**src/rtl/mc_pkg.sv**
```systemverilog
// Shared encodings for the multicycle MIPS-style control unit:
// state codes, ALU codes, opcodes and datapath mux selects.
package mc_pkg;

  typedef enum logic [3:0] {
    S_FETCH  = 4'd0,
    S_DECODE = 4'd1,
    S_MEMADR = 4'd2,
    S_MEMRD  = 4'd3,
    S_MEMWB  = 4'd4,
    S_MEMWR  = 4'd5,
    S_RTEXEC = 4'd6,
    S_RTWB   = 4'd7,
    S_BRANCH = 4'd8,
    S_IEXEC  = 4'd9,
    S_IWB    = 4'd10,
    S_JUMP   = 4'd11,
    S_JR     = 4'd12,
    S_JAL    = 4'd13
  } state_t;

  localparam logic [2:0] ALU_ADD   = 3'b000;
  localparam logic [2:0] ALU_SUB   = 3'b001;
  localparam logic [2:0] ALU_ORI   = 3'b010;
  localparam logic [2:0] ALU_ANDI  = 3'b011;
  localparam logic [2:0] ALU_LUI   = 3'b100;
  localparam logic [2:0] ALU_RTYPE = 3'b111;

  localparam logic [5:0] OP_RTYPE = 6'h00;
  localparam logic [5:0] OP_J     = 6'h02;
  localparam logic [5:0] OP_JAL   = 6'h03;
  localparam logic [5:0] OP_BEQ   = 6'h04;
  localparam logic [5:0] OP_BNE   = 6'h05;
  localparam logic [5:0] OP_ADDI  = 6'h08;
  localparam logic [5:0] OP_ANDI  = 6'h0C;
  localparam logic [5:0] OP_ORI   = 6'h0D;
  localparam logic [5:0] OP_LUI   = 6'h0F;
  localparam logic [5:0] OP_LW    = 6'h23;
  localparam logic [5:0] OP_SW    = 6'h2B;
  localparam logic [5:0] FUNCT_JR = 6'h08;

  localparam logic       ADDR_PC     = 1'b0;
  localparam logic       ADDR_ALUOUT = 1'b1;

  localparam logic [1:0] WD_ALUOUT = 2'b00;
  localparam logic [1:0] WD_MDR    = 2'b01;
  localparam logic [1:0] WD_PC     = 2'b10;

  localparam logic [1:0] RD_RT = 2'b00;
  localparam logic [1:0] RD_RD = 2'b01;
  localparam logic [1:0] RD_RA = 2'b10;

  localparam logic       SRCA_PC  = 1'b0;
  localparam logic       SRCA_REG = 1'b1;

  localparam logic [1:0] SRCB_REG     = 2'b00;
  localparam logic [1:0] SRCB_FOUR    = 2'b01;
  localparam logic [1:0] SRCB_IMM     = 2'b10;
  localparam logic [1:0] SRCB_IMM_SH2 = 2'b11;

  localparam logic [1:0] PCSRC_ALU    = 2'b00;
  localparam logic [1:0] PCSRC_ALUOUT = 2'b01;
  localparam logic [1:0] PCSRC_JUMP   = 2'b10;
  localparam logic [1:0] PCSRC_REG    = 2'b11;

  typedef struct packed {
    logic       pc_en;
    logic       ior_d;
    logic       mem_read;
    logic       mem_write;
    logic       ir_write;
    logic [1:0] mem_to_reg;
    logic [1:0] reg_dst;
    logic       reg_write;
    logic       alu_src_a;
    logic [1:0] alu_src_b;
    logic [2:0] alu_op;
    logic [1:0] pc_source;
  } ctrl_t;

  function automatic logic [2:0] imm_alu_op(input logic [5:0] op);
    logic [2:0] code;
    code = ALU_ADD;
    if (op == OP_ANDI) code = ALU_ANDI;
    if (op == OP_ORI)  code = ALU_ORI;
    if (op == OP_LUI)  code = ALU_LUI;
    return code;
  endfunction

endpackage

```
**src/rtl/multicycle_ctrl_decode.sv**
```systemverilog
// Per-state control word; only PCEn and IRWrite look at
// Zero / MemReady, everything else follows the state alone.
module multicycle_ctrl_decode
  import mc_pkg::*;
(
  input  logic [3:0] state,
  input  logic [5:0] op,
  input  logic       zero,
  input  logic       mem_ready,
  output ctrl_t      ctrl
);

  // state to control word, unlisted fields stay zero
  always_comb begin
    ctrl = '0;
    unique case (state)
      S_FETCH: begin
        ctrl.mem_read  = 1'b1;
        ctrl.ior_d     = ADDR_PC;
        ctrl.alu_src_a = SRCA_PC;
        ctrl.alu_src_b = SRCB_FOUR;
        ctrl.alu_op    = ALU_ADD;
        ctrl.pc_source = PCSRC_ALU;
        ctrl.ir_write  = mem_ready;
        ctrl.pc_en     = mem_ready;
      end
      S_DECODE: begin
        ctrl.alu_src_a = SRCA_PC;
        ctrl.alu_src_b = SRCB_IMM_SH2;
        ctrl.alu_op    = ALU_ADD;
      end
      S_MEMADR: begin
        ctrl.alu_src_a = SRCA_REG;
        ctrl.alu_src_b = SRCB_IMM;
        ctrl.alu_op    = ALU_ADD;
      end
      S_MEMRD: begin
        ctrl.ior_d    = ADDR_ALUOUT;
        ctrl.mem_read = 1'b1;
      end
      S_MEMWB: begin
        ctrl.reg_write  = 1'b1;
        ctrl.reg_dst    = RD_RT;
        ctrl.mem_to_reg = WD_MDR;
      end
      S_MEMWR: begin
        ctrl.ior_d     = ADDR_ALUOUT;
        ctrl.mem_write = 1'b1;
      end
      S_RTEXEC: begin
        ctrl.alu_src_a = SRCA_REG;
        ctrl.alu_src_b = SRCB_REG;
        ctrl.alu_op    = ALU_RTYPE;
      end
      S_RTWB: begin
        ctrl.reg_write  = 1'b1;
        ctrl.reg_dst    = RD_RD;
        ctrl.mem_to_reg = WD_ALUOUT;
      end
      S_BRANCH: begin
        ctrl.alu_src_a = SRCA_REG;
        ctrl.alu_src_b = SRCB_REG;
        ctrl.alu_op    = ALU_SUB;
        ctrl.pc_source = PCSRC_ALUOUT;
        ctrl.pc_en     = ((op == OP_BEQ) & zero)
                       | ((op == OP_BNE) & ~zero);
      end
      S_IEXEC: begin
        ctrl.alu_src_a = SRCA_REG;
        ctrl.alu_src_b = SRCB_IMM;
        ctrl.alu_op    = imm_alu_op(op);
      end
      S_IWB: begin
        ctrl.reg_write  = 1'b1;
        ctrl.reg_dst    = RD_RT;
        ctrl.mem_to_reg = WD_ALUOUT;
      end
      S_JUMP: begin
        ctrl.pc_source = PCSRC_JUMP;
        ctrl.pc_en     = 1'b1;
      end
      S_JR: begin
        ctrl.pc_source = PCSRC_REG;
        ctrl.pc_en     = 1'b1;
      end
      S_JAL: begin
        ctrl.reg_write  = 1'b1;
        ctrl.reg_dst    = RD_RA;
        ctrl.mem_to_reg = WD_PC;
        ctrl.pc_source  = PCSRC_JUMP;
        ctrl.pc_en      = 1'b1;
      end
      default: ;
    endcase
  end

endmodule

```
**src/rtl/multicycle_control.sv**
```systemverilog
// Multicycle control FSM: state register, next-state logic,
// and reset gating of the write/request strobes.
module multicycle_control
  import mc_pkg::*;
(
  input  logic       clk,
  input  logic       reset,
  input  logic [5:0] OP,
  input  logic [5:0] Funct,
  input  logic       Zero,
  input  logic       MemReady,
  output logic       PCEn,
  output logic       IorD,
  output logic       MemRead,
  output logic       MemWrite,
  output logic       IRWrite,
  output logic [1:0] MemtoReg,
  output logic [1:0] RegDst,
  output logic       RegWrite,
  output logic       ALUSrcA,
  output logic [1:0] ALUSrcB,
  output logic [2:0] ALUOp,
  output logic [1:0] PCSource,
  output logic [3:0] State
);

  state_t state_q;
  state_t state_d;
  ctrl_t  ctrl;

  // next-state selection, including opcode dispatch
  always_comb begin
    state_d = S_FETCH;
    case (state_q)
      S_FETCH:  state_d = MemReady ? S_DECODE : S_FETCH;
      S_DECODE: begin
        case (OP)
          OP_LW, OP_SW: state_d = S_MEMADR;
          OP_RTYPE:
            state_d = (Funct == FUNCT_JR) ? S_JR : S_RTEXEC;
          OP_BEQ, OP_BNE: state_d = S_BRANCH;
          OP_ADDI, OP_ANDI, OP_ORI, OP_LUI:
            state_d = S_IEXEC;
          OP_J:   state_d = S_JUMP;
          OP_JAL: state_d = S_JAL;
          default: state_d = S_FETCH;
        endcase
      end
      S_MEMADR: state_d = (OP == OP_SW) ? S_MEMWR : S_MEMRD;
      S_MEMRD:  state_d = MemReady ? S_MEMWB : S_MEMRD;
      S_MEMWR:  state_d = MemReady ? S_FETCH : S_MEMWR;
      S_RTEXEC: state_d = S_RTWB;
      S_IEXEC:  state_d = S_IWB;
      default:  state_d = S_FETCH;
    endcase
  end

  // state register with synchronous reset
  always_ff @(posedge clk) begin
    if (reset) state_q <= S_FETCH;
    else       state_q <= state_d;
  end

  multicycle_ctrl_decode u_decode (
    .state     (state_q),
    .op        (OP),
    .zero      (Zero),
    .mem_ready (MemReady),
    .ctrl      (ctrl)
  );

  assign PCEn     = ctrl.pc_en & ~reset;
  assign IRWrite  = ctrl.ir_write & ~reset;
  assign RegWrite = ctrl.reg_write & ~reset;
  assign MemWrite = ctrl.mem_write & ~reset;
  assign MemRead  = ctrl.mem_read & ~reset;
  assign IorD     = ctrl.ior_d;
  assign MemtoReg = ctrl.mem_to_reg;
  assign RegDst   = ctrl.reg_dst;
  assign ALUSrcA  = ctrl.alu_src_a;
  assign ALUSrcB  = ctrl.alu_src_b;
  assign ALUOp    = ctrl.alu_op;
  assign PCSource = ctrl.pc_source;
  assign State    = state_q;

endmodule

```
**config.mk**
```make
export PLATFORM = sky130hd
export DESIGN_NAME = multicycle_control
export DESIGN_NICKNAME = d
export VERILOG_FILES = /design/src/rtl/mc_pkg.sv /design/src/rtl/multicycle_ctrl_decode.sv /design/src/rtl/multicycle_control.sv
export SDC_FILE = /design/constraint.sdc
export NUM_CORES = 1
export LEC_CHECK = 0
export ABC_CLOCK_PERIOD_IN_PS = 4300
export BUFFER_PORTS_ARGS = -buffer_cell sky130_fd_sc_hd__buf_2
export CAP_MARGIN = 20
export CORE_MARGIN = 3
export CORE_UTILIZATION = 40
export CTS_BUF_LIST = sky130_fd_sc_hd__clkbuf_4 sky130_fd_sc_hd__clkbuf_8
export CTS_CLUSTER_DIAMETER = 30
export CTS_CLUSTER_SIZE = 14
export DETAILED_ROUTE_END_ITERATION = 16
export PLACE_DENSITY = 0.73
export SETUP_SLACK_MARGIN = 0.02
export SLEW_MARGIN = 20
export SYNTH_ARGS = -nofsm -noshare
export SYNTH_HDL_FRONTEND = slang
export SYNTH_SLANG_ARGS = --single-unit
export TNS_END_PERCENT = 30
```
**constraint.sdc**
```tcl
create_clock -name clk -period 4.3 [get_ports clk]
set_input_delay 0.645 -clock clk [delete_from_list [all_inputs] [get_ports clk]]
set_output_delay 0.645 -clock clk [all_outputs]
set_load 0.005 [all_outputs]
```
==> flow_metrics.env, run 1 <==
export IMPL_routed_via_density=6.10
export IMPL_ant_nets=0
export IMPL_fin_ws_ns=1.56
export IMPL_dieArea_um2=2300
export IMPL_async_flop_share=0
export IMPL_grt_pass1_vias=740
export IMPL_drt_pass1_iterations=4
export IMPL_finalCriticalPeriod_ns=2.74
export IMPL_place_gp_congestion=0.870
export IMPL_cts_resized=0
export IMPL_r2r_slack_ns=2.51
export IMPL_clock_skew_ns=0.0101
export IMPL_multiInputGateArea_um2=553
export IMPL_rsz0062_at_grt="no"
export IMPL_holdPathEnd="State[3]"
export IMPL_clk_pin_slew_ns=0.05
export IMPL_ios=38
export IMPL_irDropWorstVdd_v=0.0000813
export IMPL_antennaDiodeCount=0
export IMPL_hold_depth=2
export IMPL_utilization=0.546
export IMPL_rr_startpoint="State[2]"
export IMPL_grt_overflow_total=0
export IMPL_place_ws_ns=1.89
export IMPL_reg2reg_depth=4
export IMPL_cp_required_ns=3.65
export IMPL_power_total_w=0.000134
export IMPL_tightest_slew_ns=0.751
export IMPL_coreArea_um2=1580
export IMPL_largest_reg_flops=4
export IMPL_hold_path_startpoint="reset"
export IMPL_routedWlPerCell_um=14.6
export IMPL_synth_top_cells_by_area="dfxtp_1, nand2b_1, a21oi_1"
export IMPL_synth_seq_cells=4
export IMPL_grt_pass1_wl_um=3140
export IMPL_nets=146
export IMPL_vias=879
export IMPL_cts_hold_buf=0
export IMPL_slew_viol_final=0
export IMPL_cts_sinks=4
export IMPL_ys_types=41
export IMPL_clk_latency_ns=0.25
export IMPL_r2r_end="State[2]"
export IMPL_finalSetupTns_ns=0
export IMPL_fmax_mhz=364
export IMPL_rows=14
export IMPL_grt_usage=0.192
export IMPL_syn_inst=98
export IMPL_io_buffers=37
export IMPL_synthesis_area_um2=704
export IMPL_cts_setup_buffers=0
export IMPL_synth_edf_count=0
export IMPL_end_kind="output pin"
export IMPL_grt_max_degree=24
export IMPL_fill_cells=181
export IMPL_fin_crit_sh=0.638
export IMPL_finalHoldViolCount=0
export IMPL_clock_path_buffers=2
export IMPL_antenna_found_initial=0
export IMPL_yosysWarnings=0
export IMPL_power_density_nw_per_um2=156
export IMPL_critical_path_max_fanout=15
export IMPL_yosysTopAreaCellShare=0.114
export IMPL_cp_start_kind="register"
export IMPL_die_w_um=48.0
export IMPL_arrival_ns=2.10
export IMPL_synth_nets=114
export IMPL_critPathKind="reg2out"
export IMPL_seqCellArea_um2=80.1
export IMPL_cellLeakagePower_nw=0.363
export IMPL_drtIter0Drc=18
export IMPL_drt_total_wl_um=2100
export IMPL_root_buffer="clkbuf_4"
export IMPL_layout_drive_gt1_share=0.352
export IMPL_fp_dieH_um=48.0
export IMPL_htreeDepth=1
export IMPL_min_path_type="in2reg"
export IMPL_area_growth_pct=22.2
export IMPL_initial_core_util=0.447
export IMPL_yosysSeqAreaShare=0.114
export IMPL_hpwl_um=1520
export IMPL_yosysTopAreaCell="dfxtp_1"
export IMPL_syn_avg_cell_area_um2=7.19
export IMPL_setup_violations=0
export IMPL_cts_tree="yes"
export IMPL_numCtsBuffers=3
export IMPL_synth_main_ff_cell="dfxtp_1"
export IMPL_fin_hold_ws_ns=0.668
export IMPL_maxCapViolCount=0
export IMPL_max_slew_margin_rel=0.498
export IMPL_outcome="complete, no violations"
export IMPL_drcViolationCount=0
[routing by layer]
metal  vias up  GRT usage  share of wire
li1        431          -              -
met1       405      0.248           0.44
met2        38      0.290           0.48
met3         5     0.0226          0.060
met4         0      0.140          0.019
met5         -          0              0
[stage by stage]
stage / area, um^2 / std cells
after floorplan: 704 / 98
after global placement: 838 / 141
after detailed placement: 838 / 141
after CTS: 861 / 144
after global routing: 861 / 144
final: 861 / 144
[cell usage after synthesis (3+ instances only)]
cell type,count
clkbuf_1,5
a21oi_1,9
nand2b_1,9
nor2_1,8
buf_6,4
dfxtp_1,4
nor3_1,5
nand2_1,7
nand3b_1,3
o21ai_0,4
[critical path, stage by stage (launching register included)]
cell and delay, ns:
dfxtp_1 0.60, nand2b_1 0.33, nor3_1 0.38, nand2_1 0.14, o32ai_1 0.24, buf_2 0.16
[layout by cell type, fill, tap and decap left out, types with 3 or more instances in the layout]
master	synthesis	final
nor2_1	8	8
clkbuf_4	0	3
nand2b_1	9	9
nand3b_1	3	3
nor3_1	5	5
dfxtp_1	4	4
nand2_1	7	7
buf_2	0	37
o21ai_0	4	4
a21oi_1	9	9
[where the power goes]
part	switching, W	internal [W]	leakage, nW	total [W]
Clock	0.0000208	0.0000316	0.0138	0.0000524
Combinational	0.0000204	0.0000190	0.316	0.0000395
Sequential	0.00000417	0.0000383	0.0325	0.0000425
[how the worst max path moves through the flow]
stage	start	end	cells after the start
floorplan	OP[1]	PCEn	5
global placement	OP[1]	PCEn	6
detailed placement	OP[1]	PCEn	6
CTS	State[0]	ALUOp[0]	5
global route	State[0]	ALUOp[2]	5
finish	State[0]	ALUOp[0]	5
[area by class of cell]
cell class	count	share of cell area
multi-input cells	84	0.642
repair buffers	37	0.215
flip-flops and latches	4	0.0930
clock buffers	3	0.0262
well taps	16	0.0233
[cells by family (layout without fill, tap and decap cells)]
kind of cell | Yosys count | after routing | synth area share
AOI/OAI and AO/OA | 27 | 27 | 0.261
xor gates and xnor gates | 3 | 3 | 0.0373
buffers and inverters | 10 | 40 | 0.101
DFF | 4 | 4 | 0.114
muxes | 3 | 3 | 0.0444
and+or+nand+nor | 51 | 51 | 0.442
No activity file was read; power rests on OpenSTA's default activity.
==> inputs of run 2 (changes only) <==
--- a/config.mk
+++ b/config.mk
@@ -5,7 +5,7 @@
 export SDC_FILE = /design/constraint.sdc
 export NUM_CORES = 1
 export LEC_CHECK = 0
-export ABC_CLOCK_PERIOD_IN_PS = 4300
+export ABC_CLOCK_PERIOD_IN_PS = 2500
 export BUFFER_PORTS_ARGS = -buffer_cell sky130_fd_sc_hd__buf_2
 export CAP_MARGIN = 20
 export CORE_MARGIN = 3
@@ -14,7 +14,7 @@
 export CTS_CLUSTER_DIAMETER = 30
 export CTS_CLUSTER_SIZE = 14
 export DETAILED_ROUTE_END_ITERATION = 16
-export PLACE_DENSITY = 0.73
+export PLACE_DENSITY = 0.76
 export SETUP_SLACK_MARGIN = 0.02
 export SLEW_MARGIN = 20
 export SYNTH_ARGS = -nofsm -noshare
==> constraint.sdc (replaced) <==
create_clock -name clk -period 2.5 [get_ports clk]
set_input_delay 0.375 -clock clk [delete_from_list [all_inputs] [get_ports clk]]
set_output_delay 0.375 -clock clk [all_outputs]
set_load 0.005 [all_outputs]
==> flow_metrics.env, run 2 (synthesized netlist as in run 1, its figures left out) <==
export IMPL_drt_total_wl_um=2080
export IMPL_cp_required_ns=2.12
export IMPL_fin_area_um2=898
export IMPL_finalCriticalPeriod_ns=2.09
export IMPL_hpwl_um=1620
export IMPL_final_cell_mix="buf_2, nand2b_1, a21oi_1"
export IMPL_antennaDiodeCount=0
export IMPL_fin_crit_sh=0.837
export IMPL_initial_core_util=0.447
export IMPL_finalHoldViolCount=0
export IMPL_dieArea_um2=2300
export IMPL_clock_path_buffers=2
export IMPL_cellLeakagePower_nw=0.389
export IMPL_arrival_ns=1.72
export IMPL_cts_setup_buffers=0
export IMPL_power_density_nw_per_um2=253
export IMPL_largest_reg_flops=4
export IMPL_fmax_mhz=478
export IMPL_area_growth_pct=27.5
export IMPL_die_w_um=48.0
export IMPL_rows=14
export IMPL_ios=38
export IMPL_root_buffer="clkbuf_4"
export IMPL_slew_viol_final=0
export IMPL_end_kind="output pin"
export IMPL_clk_pin_slew_ns=0.04
export IMPL_min_path_type="in2reg"
export IMPL_finalSetupTns_ns=0
export IMPL_layout_drive_gt1_share=0.376
export IMPL_grt_overflow_total=0
export IMPL_grt_pass1_vias=683
export IMPL_antenna_found_initial=0
export IMPL_ant_nets=0
export IMPL_cts_tree="yes"
export IMPL_io_buffers=37
export IMPL_routedWlPerCell_um=14.0
export IMPL_dp_cells=146
export IMPL_fill_cells=173
export IMPL_layout_commonest_cell="buf_2"
export IMPL_rsz0062_at_grt="no"
export IMPL_grt_usage=0.177
export IMPL_grt_pass1_wl_um=2950
export IMPL_nets=151
export IMPL_cts_sinks=4
export IMPL_placed_area_um2=876
export IMPL_fin_ws_ns=0.407
export IMPL_cp_start_kind="register"
export IMPL_outcome="complete, no violations"
export IMPL_drt_pass1_iterations=4
export IMPL_cts_hold_buf=0
export IMPL_vias=883
export IMPL_critical_path_max_fanout=10
export IMPL_finalNonFillerCells=149
export IMPL_place_gp_congestion=0.853
export IMPL_cts_resized=0
export IMPL_fp_dieH_um=48.0
export IMPL_tightest_slew_ns=0.368
export IMPL_numCtsBuffers=3
export IMPL_maxCapViolCount=0
export IMPL_coreArea_um2=1580
export IMPL_max_slew_margin_rel=0.752
export IMPL_drcViolationCount=0
export IMPL_clk_latency_ns=0.24
export IMPL_critPathKind="reg2out"
export IMPL_drtIter0Drc=29
export IMPL_routed_via_density=5.93
export IMPL_power_total_w=0.000227
export IMPL_irDropWorstVdd_v=0.000244
export IMPL_grt_max_degree=19
export IMPL_clock_skew_ns=0.00142
export IMPL_htreeDepth=1
export IMPL_place_ws_ns=0.642
export IMPL_setup_violations=0
==> run 2: worst paths after layout <==
check            from        to  slack (ns)  cells past startpoint
min             reset  State[3]        0.43                      2
min reg2reg  State[0]  State[3]        0.68                      3
max reg2reg  State[2]  State[2]        0.87                      5
max          State[1]  ALUOp[0]        0.41                      5
==> run 2: area by class of cell <==
class                           count  area (um^2)  area share
Multi-Input combinational cell     84          553       0.616
Sequential cell                     4         80.1      0.0891
Tap cell                           16         20.0      0.0223
Timing Repair Buffer               42          223       0.248
Clock buffer                        3         22.5      0.0251
==> run 2: report_power, final <==
group	switching, W	internal, W	leakage [nW]	total [W]
clock	0.0000273	0.0000538	0.0138	0.0000811
combinational	0.0000418	0.0000364	0.342	0.0000782
sequential	0.00000202	0.0000660	0.0325	0.0000680
==> run 2: worst max-delay path, cell delays in order, from the launching register on <==
cell	delay, ns
dfxtp_1	0.40
nand2b_1	0.21
nor3_1	0.29
nand2_1	0.15
o32ai_1	0.26
buf_2	0.16
==> run 2: stage by stage <==
stage / utilization / hold slack [ns]
2_1_floorplan: - / 0.451
3_3_place_gp: 0.556 / 0.661
3_5_place_dp: 0.556 / 0.657
4_1_cts: 0.570 / 0.425
5_1_grt: 0.570 / 0.435
6_report: 0.570 / 0.433
==> run 2: metal layers <==
metal	share of wire	up-vias	GRT usage
li1	-	444	-
met1	0.44	404	0.234
met2	0.50	35	0.290
met3	0.057	0	0.0226
met4	0	0	0.0645
met5	0	-	0
